`src/rtl/param_ram.sv`:
```
// Single-clock synchronous RAM with a valid/ready request port and per-bit write masks.
// It has a 1- or 2-stage read pipeline and an optional zero-fill sweep after reset.
module param_ram #(
    parameter int unsigned DATA_WIDTH     = 8,
    parameter int unsigned ADDR_WIDTH     = 8,
    parameter int unsigned DEPTH          = 2**ADDR_WIDTH,
    parameter int unsigned READ_LATENCY   = 1,
    parameter int unsigned CLEAR_ON_RESET = 1
) (
    input  logic                  clk_i,
    input  logic                  rst_ni,
    input  logic                  req_valid_i,
    output logic                  req_ready_o,
    input  logic                  req_write_i,
    input  logic [ADDR_WIDTH-1:0] req_addr_i,
    input  logic [DATA_WIDTH-1:0] req_data_i,
    input  logic [DATA_WIDTH-1:0] req_mask_i,
    output logic                  rsp_valid_o,
    output logic [DATA_WIDTH-1:0] rsp_data_o,
    output logic                  rsp_error_o,
    output logic                  busy_o
);

    typedef enum logic {
        ST_CLEAR = 1'b0,
        ST_READY = 1'b1
    } state_e;

    localparam state_e              RESET_STATE = (CLEAR_ON_RESET != 0) ? ST_CLEAR : ST_READY;
    localparam logic [ADDR_WIDTH-1:0] LAST_ADDR = ADDR_WIDTH'(DEPTH - 1);
    localparam logic [ADDR_WIDTH:0]   DEPTH_W   = (ADDR_WIDTH + 1)'(DEPTH);

    logic [DATA_WIDTH-1:0] mem_q [DEPTH];
    state_e                state_q, state_d;
    logic [ADDR_WIDTH-1:0] cnt_q, cnt_d;
    logic                  accept_s, in_range_s, wr_s, rd_s;
    logic                  s1_valid_q, s1_error_q;
    logic [DATA_WIDTH-1:0] s1_data_q;

    // Ready is gated by reset so nothing is accepted while rst_ni is low.
    assign req_ready_o = rst_ni && (state_q == ST_READY);
    assign busy_o      = (state_q == ST_CLEAR);
    assign accept_s    = req_valid_i && req_ready_o;
    assign in_range_s  = ({1'b0, req_addr_i} < DEPTH_W);
    assign wr_s        = accept_s && req_write_i && in_range_s;
    assign rd_s        = accept_s && !req_write_i;

    // Next state of the sweep controller: walk every word once, then serve requests.
    always_comb begin
        state_d = state_q;
        cnt_d   = cnt_q;
        case (state_q)
            ST_CLEAR: begin
                cnt_d = cnt_q + ADDR_WIDTH'(1);
                if (cnt_q == LAST_ADDR) begin
                    state_d = ST_READY;
                end else begin
                    state_d = ST_CLEAR;
                end
            end
            ST_READY: state_d = ST_READY;
            default:  state_d = RESET_STATE;
        endcase
    end

    // Sweep controller registers; reset restarts the sweep from word 0.
    always_ff @(posedge clk_i or negedge rst_ni) begin
        if (!rst_ni) begin
            state_q <= RESET_STATE;
            cnt_q   <= '0;
        end else begin
            state_q <= state_d;
            cnt_q   <= cnt_d;
        end
    end

    // Storage array has no reset: only the sweep and accepted writes modify it.
    always_ff @(posedge clk_i) begin
        if (rst_ni && (state_q == ST_CLEAR)) begin
            mem_q[cnt_q] <= '0;
        end else if (wr_s) begin
            mem_q[req_addr_i] <= (mem_q[req_addr_i] & ~req_mask_i) | (req_data_i & req_mask_i);
        end
    end

    // First read stage samples the array at the accepting edge, after any earlier write.
    always_ff @(posedge clk_i or negedge rst_ni) begin
        if (!rst_ni) begin
            s1_valid_q <= 1'b0;
            s1_data_q  <= '0;
            s1_error_q <= 1'b0;
        end else begin
            s1_valid_q <= rd_s;
            if (rd_s) begin
                s1_data_q  <= in_range_s ? mem_q[req_addr_i] : '0;
                s1_error_q <= !in_range_s;
            end
        end
    end

    if (READ_LATENCY >= 2) begin : g_lat2
        logic                  s2_valid_q, s2_error_q;
        logic [DATA_WIDTH-1:0] s2_data_q;

        // Second stage forwards a response only when stage one holds one, so data is held between pulses.
        always_ff @(posedge clk_i or negedge rst_ni) begin
            if (!rst_ni) begin
                s2_valid_q <= 1'b0;
                s2_data_q  <= '0;
                s2_error_q <= 1'b0;
            end else begin
                s2_valid_q <= s1_valid_q;
                if (s1_valid_q) begin
                    s2_data_q  <= s1_data_q;
                    s2_error_q <= s1_error_q;
                end
            end
        end

        assign rsp_valid_o = s2_valid_q;
        assign rsp_data_o  = s2_data_q;
        assign rsp_error_o = s2_error_q;
    end else begin : g_lat1
        assign rsp_valid_o = s1_valid_q;
        assign rsp_data_o  = s1_data_q;
        assign rsp_error_o = s1_error_q;
    end

endmodule

```
`config.mk`:
```
export PLATFORM = sky130hd
export DESIGN_NAME = param_ram
export DESIGN_NICKNAME = d
export VERILOG_FILES = /design/src/rtl/param_ram.sv
export SDC_FILE = /design/constraint.sdc
export NUM_CORES = 2
export LEC_CHECK = 0
export ABC_AREA = 1
export CAP_MARGIN = 25
export CORE_MARGIN = 2
export CORE_UTILIZATION = 45
export DETAILED_ROUTE_END_ITERATION = 10
export PLACE_DENSITY = 0.59
export SYNTH_ARGS = -nofsm -noshare
export SYNTH_HDL_FRONTEND = slang
export SYNTH_SLANG_ARGS = --single-unit
```
`constraint.sdc`:
```
create_clock -name clk_i -period 18.65 [get_ports clk_i]
set_input_delay 3.73 -clock clk_i [delete_from_list [all_inputs] [get_ports clk_i]]
set_output_delay 3.73 -clock clk_i [all_outputs]
set_load 0.02 [all_outputs]
```
==> impl_metrics.yaml <==
routing:
  first_iter_violations: 5978
  detail-route-antenna-nets: 0
  wl_um: 229000
  avgViaCountPerCell: 5.65
  vias: 54200
  drcViolationCount: 0
  routedWlPerCell_um: 23.8
  first_pass_iters: 5
sta:
  tightest_slew_ns: 1.13
  grt_setup_unrepaired: "false"
  skew_ns: 0.0480
  fin_tns_setup_ns: 0
  slew_viol_final: 0
  fmax_mhz: 101
  min_period_ns: 9.88
  maxSlewHeadroom: 0.244
  hold_viol: 0
  min_period_over_period: 0.530
  setup_violations: 0
clock_network:
  clock_path_buffers: 3
  worst_skew_pair.late_latency_ns: 0.85
  numCtsBuffers: 205
  postCtsResizedCells: 0
  post-cts-setup-buffers: 0
  clkTransAtPathRegs_ns: 0.06
  ctsHoldBuffers: 0
  cts_tree: "built"
  root_buffer: "clkbuf_16"
  cts_max_level: 4
  cts_sinks: 2066
final_layout:
  finalNetCount: 6979
  fin_cells: 9594
  seq_area_sq_um: 61900
  syn2layout_area_growth_pct: 10.2
  drive_gt1_frac: 0.0589
  multi_input_area_sq_um: 19800
  final.fill_count: 16300
min_path:
  worstHoldStart: "rsp_data_o[3]"
  min_path_cells: 2
  worstHoldEndpoint: "rsp_data_o[3]"
  hold_path_class: "flip-flop to flip-flop"
grt:
  track_usage: 0.237
  grt_max_degree: 231
  grt_pass1_vias: 51500
  grt_overflow: 0
  antenna_found_initial: 4
  grt_pass1_wl_um: 340000
floorplanning:
  start_util: 0.452
  row_count: 158
  fp.coreArea_sq_um: 185000
  die_area_sq_um: 190000
  die_h_um: 436
  io_pins: 40
  die_w_um: 436
synthesis:
  syn_avg_cell_area_sq_um: 11.8
  synth_edf_count: 2048
  yosysUniqueCellTypes: 31
  netlist_area_sq_um: 83900
  synth_seq_area_share: 0.738
  synth-seq-cells: 2066
  synth_ff_type: "edfxtp_1"
  syn_inst: 7099
  async_flop_share: 0.00871
  syn_nets: 7128
  synth_warnings: 0
setup_path:
  cp_data_required_time_ns: 19.13
  r2r-end: "mem_q[68][2]"
  cp-start-kind: "primary input"
  worstPathArrival_ns: 10.36
  worstSetupEndpointType: "flip-flop"
  startpoint: "req_addr_i[0]"
  crit_type: "primary input to flip-flop"
  path_max_fanout: 169
  r2r_start: "state_q"
  ff2ff_setup_slack_ns: 14.08
  reg2regPathDepth: 13
pwr:
  sw_frac_of_total: 0.222
  leakage_nw: 30.6
  p_seq_frac: 0.537
  peakVddDrop_mv: 0.102
  internal_power_mw: 7.28
  p_switching_mw: 2.07
  p_comb_frac: 0.053
  p_clk_frac: 0.410
  powerDensity_nw_per_um2: 101
placed_design:
  dp_hpwl_um: 125000
  dp_cells: 9217
  io_buffers: 38
  gp_congestion: 0.853
job:
  maxCapViolCount: 0
outcome:
  status: "completed"
routing by layer:
metal  track usage  wire length [um]  share of wire
met1         0.334             97300           0.43
met2         0.370            106000           0.47
met3        0.0412             16900          0.074
met4        0.0851              7890          0.035
met5             0                 0              0
final cells by class:
type | instances | area share
clock inverters | 99 | 0.00671
inverters | 58 | 0.00263
repair buffers | 131 | 0.0137
well taps | 2480 | 0.0336
diodes | 1 | 0.0000271
flip-flops and latches | 2066 | 0.670
clock buffers | 271 | 0.0593
multi-input cells | 4488 | 0.214
sequential cells by signal, indices dropped and copies added, names as in the netlist:
| name | cells |
|---|---|
| mem_q | 2048 |
| cnt_q | 8 |
| rsp_data_o | 8 |
| rsp_valid_o | 1 |
| state_q | 1 |
cell families (layout without fill, tap and decap cells):
logic type / after synthesis / after routing / synth area share
AND/OR/NAND/NOR: 4445 / 4445 / 0.231
flip-flops: 2066 / 2066 / 0.738
buffers and inverters: 545 / 559 / 0.0274
AO/OA/AOI/OAI: 35 / 35 / 0.00262
XOR/XNOR: 6 / 6 / 0.000626
adder cells (fa/ha/maj): 1 / 1 / 0.000149
other: 1 / 2 / 0.0000447
synthesized netlist by cell type (2+ instances only):
cell,count,share of area
nand2_1,2097,0.094
nor2_2,2,0.00015
nand3_1,2034,0.12
inv_2,8,0.00036
buf_4,4,0.00036
xnor2_1,3,0.00031
o21ai_0,18,0.0011
clkinv_1,2,0.000090
edfxtp_1,2048,0.73
clkbuf_1,243,0.011
nand2_2,12,0.00089
dfrtp_1,18,0.0054
inv_1,48,0.0021
xor2_1,3,0.00031
nand2_4,5,0.00067
nor2_4,6,0.00081
nor2_1,284,0.013
buf_2,146,0.0087
o21ai_2,2,0.00021
a21oi_1,10,0.00060
or2_2,2,0.00015
o21ai_4,3,0.00058
buf_6,7,0.00094
buf_1,87,0.0039
power groups by stage:
stage	registers, mW	logic, mW	clock network, mW
final	5.02	0.493	3.84
after global routing	5.02	0.540	4.06
after CTS	5.02	0.489	3.88
after detailed placement	5.12	0.488	0
after global placement	5.12	0.485	0
after floorplan	5.12	0.320	0
critical path: stages:
cell,delay [ns]
buf_8,0.49
buf_4,0.74
buf_12,0.55
buf_4,0.83
buf_4,0.55
nand2_1,0.09
nand3_1,0.10
nand3_1,0.10
nand3_1,0.10
nand3_1,0.14
nand3_1,0.12
nand3_1,0.21
nand3_1,0.17
nand2_1,0.13
a21oi_4,0.18
buf_12,0.51
buf_4,0.93
cell usage in the layout (no fill, tap or decap), drive strengths merged:
| master | instances |
|---|---|
| diode | 1 |
| inv | 59 |
| clkbuf | 273 |
| dfrtp | 18 |
| buf | 97 |
| edfxtp | 2048 |
| nor2 | 292 |
| nand3 | 2035 |
| o21ai | 24 |
| bufinv | 5 |
| clkdlybuf4s50 | 32 |
| clkinv | 90 |
| o41ai | 1 |
| a21oi | 10 |
| xnor2 | 3 |
| conb | 1 |
| nor3 | 2 |
| or2 | 2 |
| xor2 | 3 |
| nand2 | 2114 |
| clkinvlp | 3 |
| ha | 1 |
per-stage QoR:
step / worst slack [ns] / util / hold WS (ns) / cell area [sq um] / power (mW)
global route: 8.37 / 0.498 / 0.544 / 92400 / 9.62
global placement: 8.23 / 0.465 / 0.480 / 86300 / 5.61
CTS: 9.05 / 0.498 / 0.517 / 92400 / 9.39
finish: 8.77 / 0.498 / 0.516 / 92400 / 9.36
detailed placement: 8.17 / 0.465 / 0.498 / 86300 / 5.61
floorplan: 5.19 / - / 0.473 / 83900 / 5.44
worst max path at each step:
stage	endpoint	slack, ns	depth (start not counted)
floorplan	mem_q[0][0]	5.19	14
global placement	mem_q[114][0]	8.23	17
detailed placement	mem_q[67][3]	8.17	17
CTS	mem_q[72][3]	9.05	17
global route	mem_q[118][3]	8.37	17
finish	mem_q[119][3]	8.77	17
Note: power is estimated with default switching activity, not from simulation.
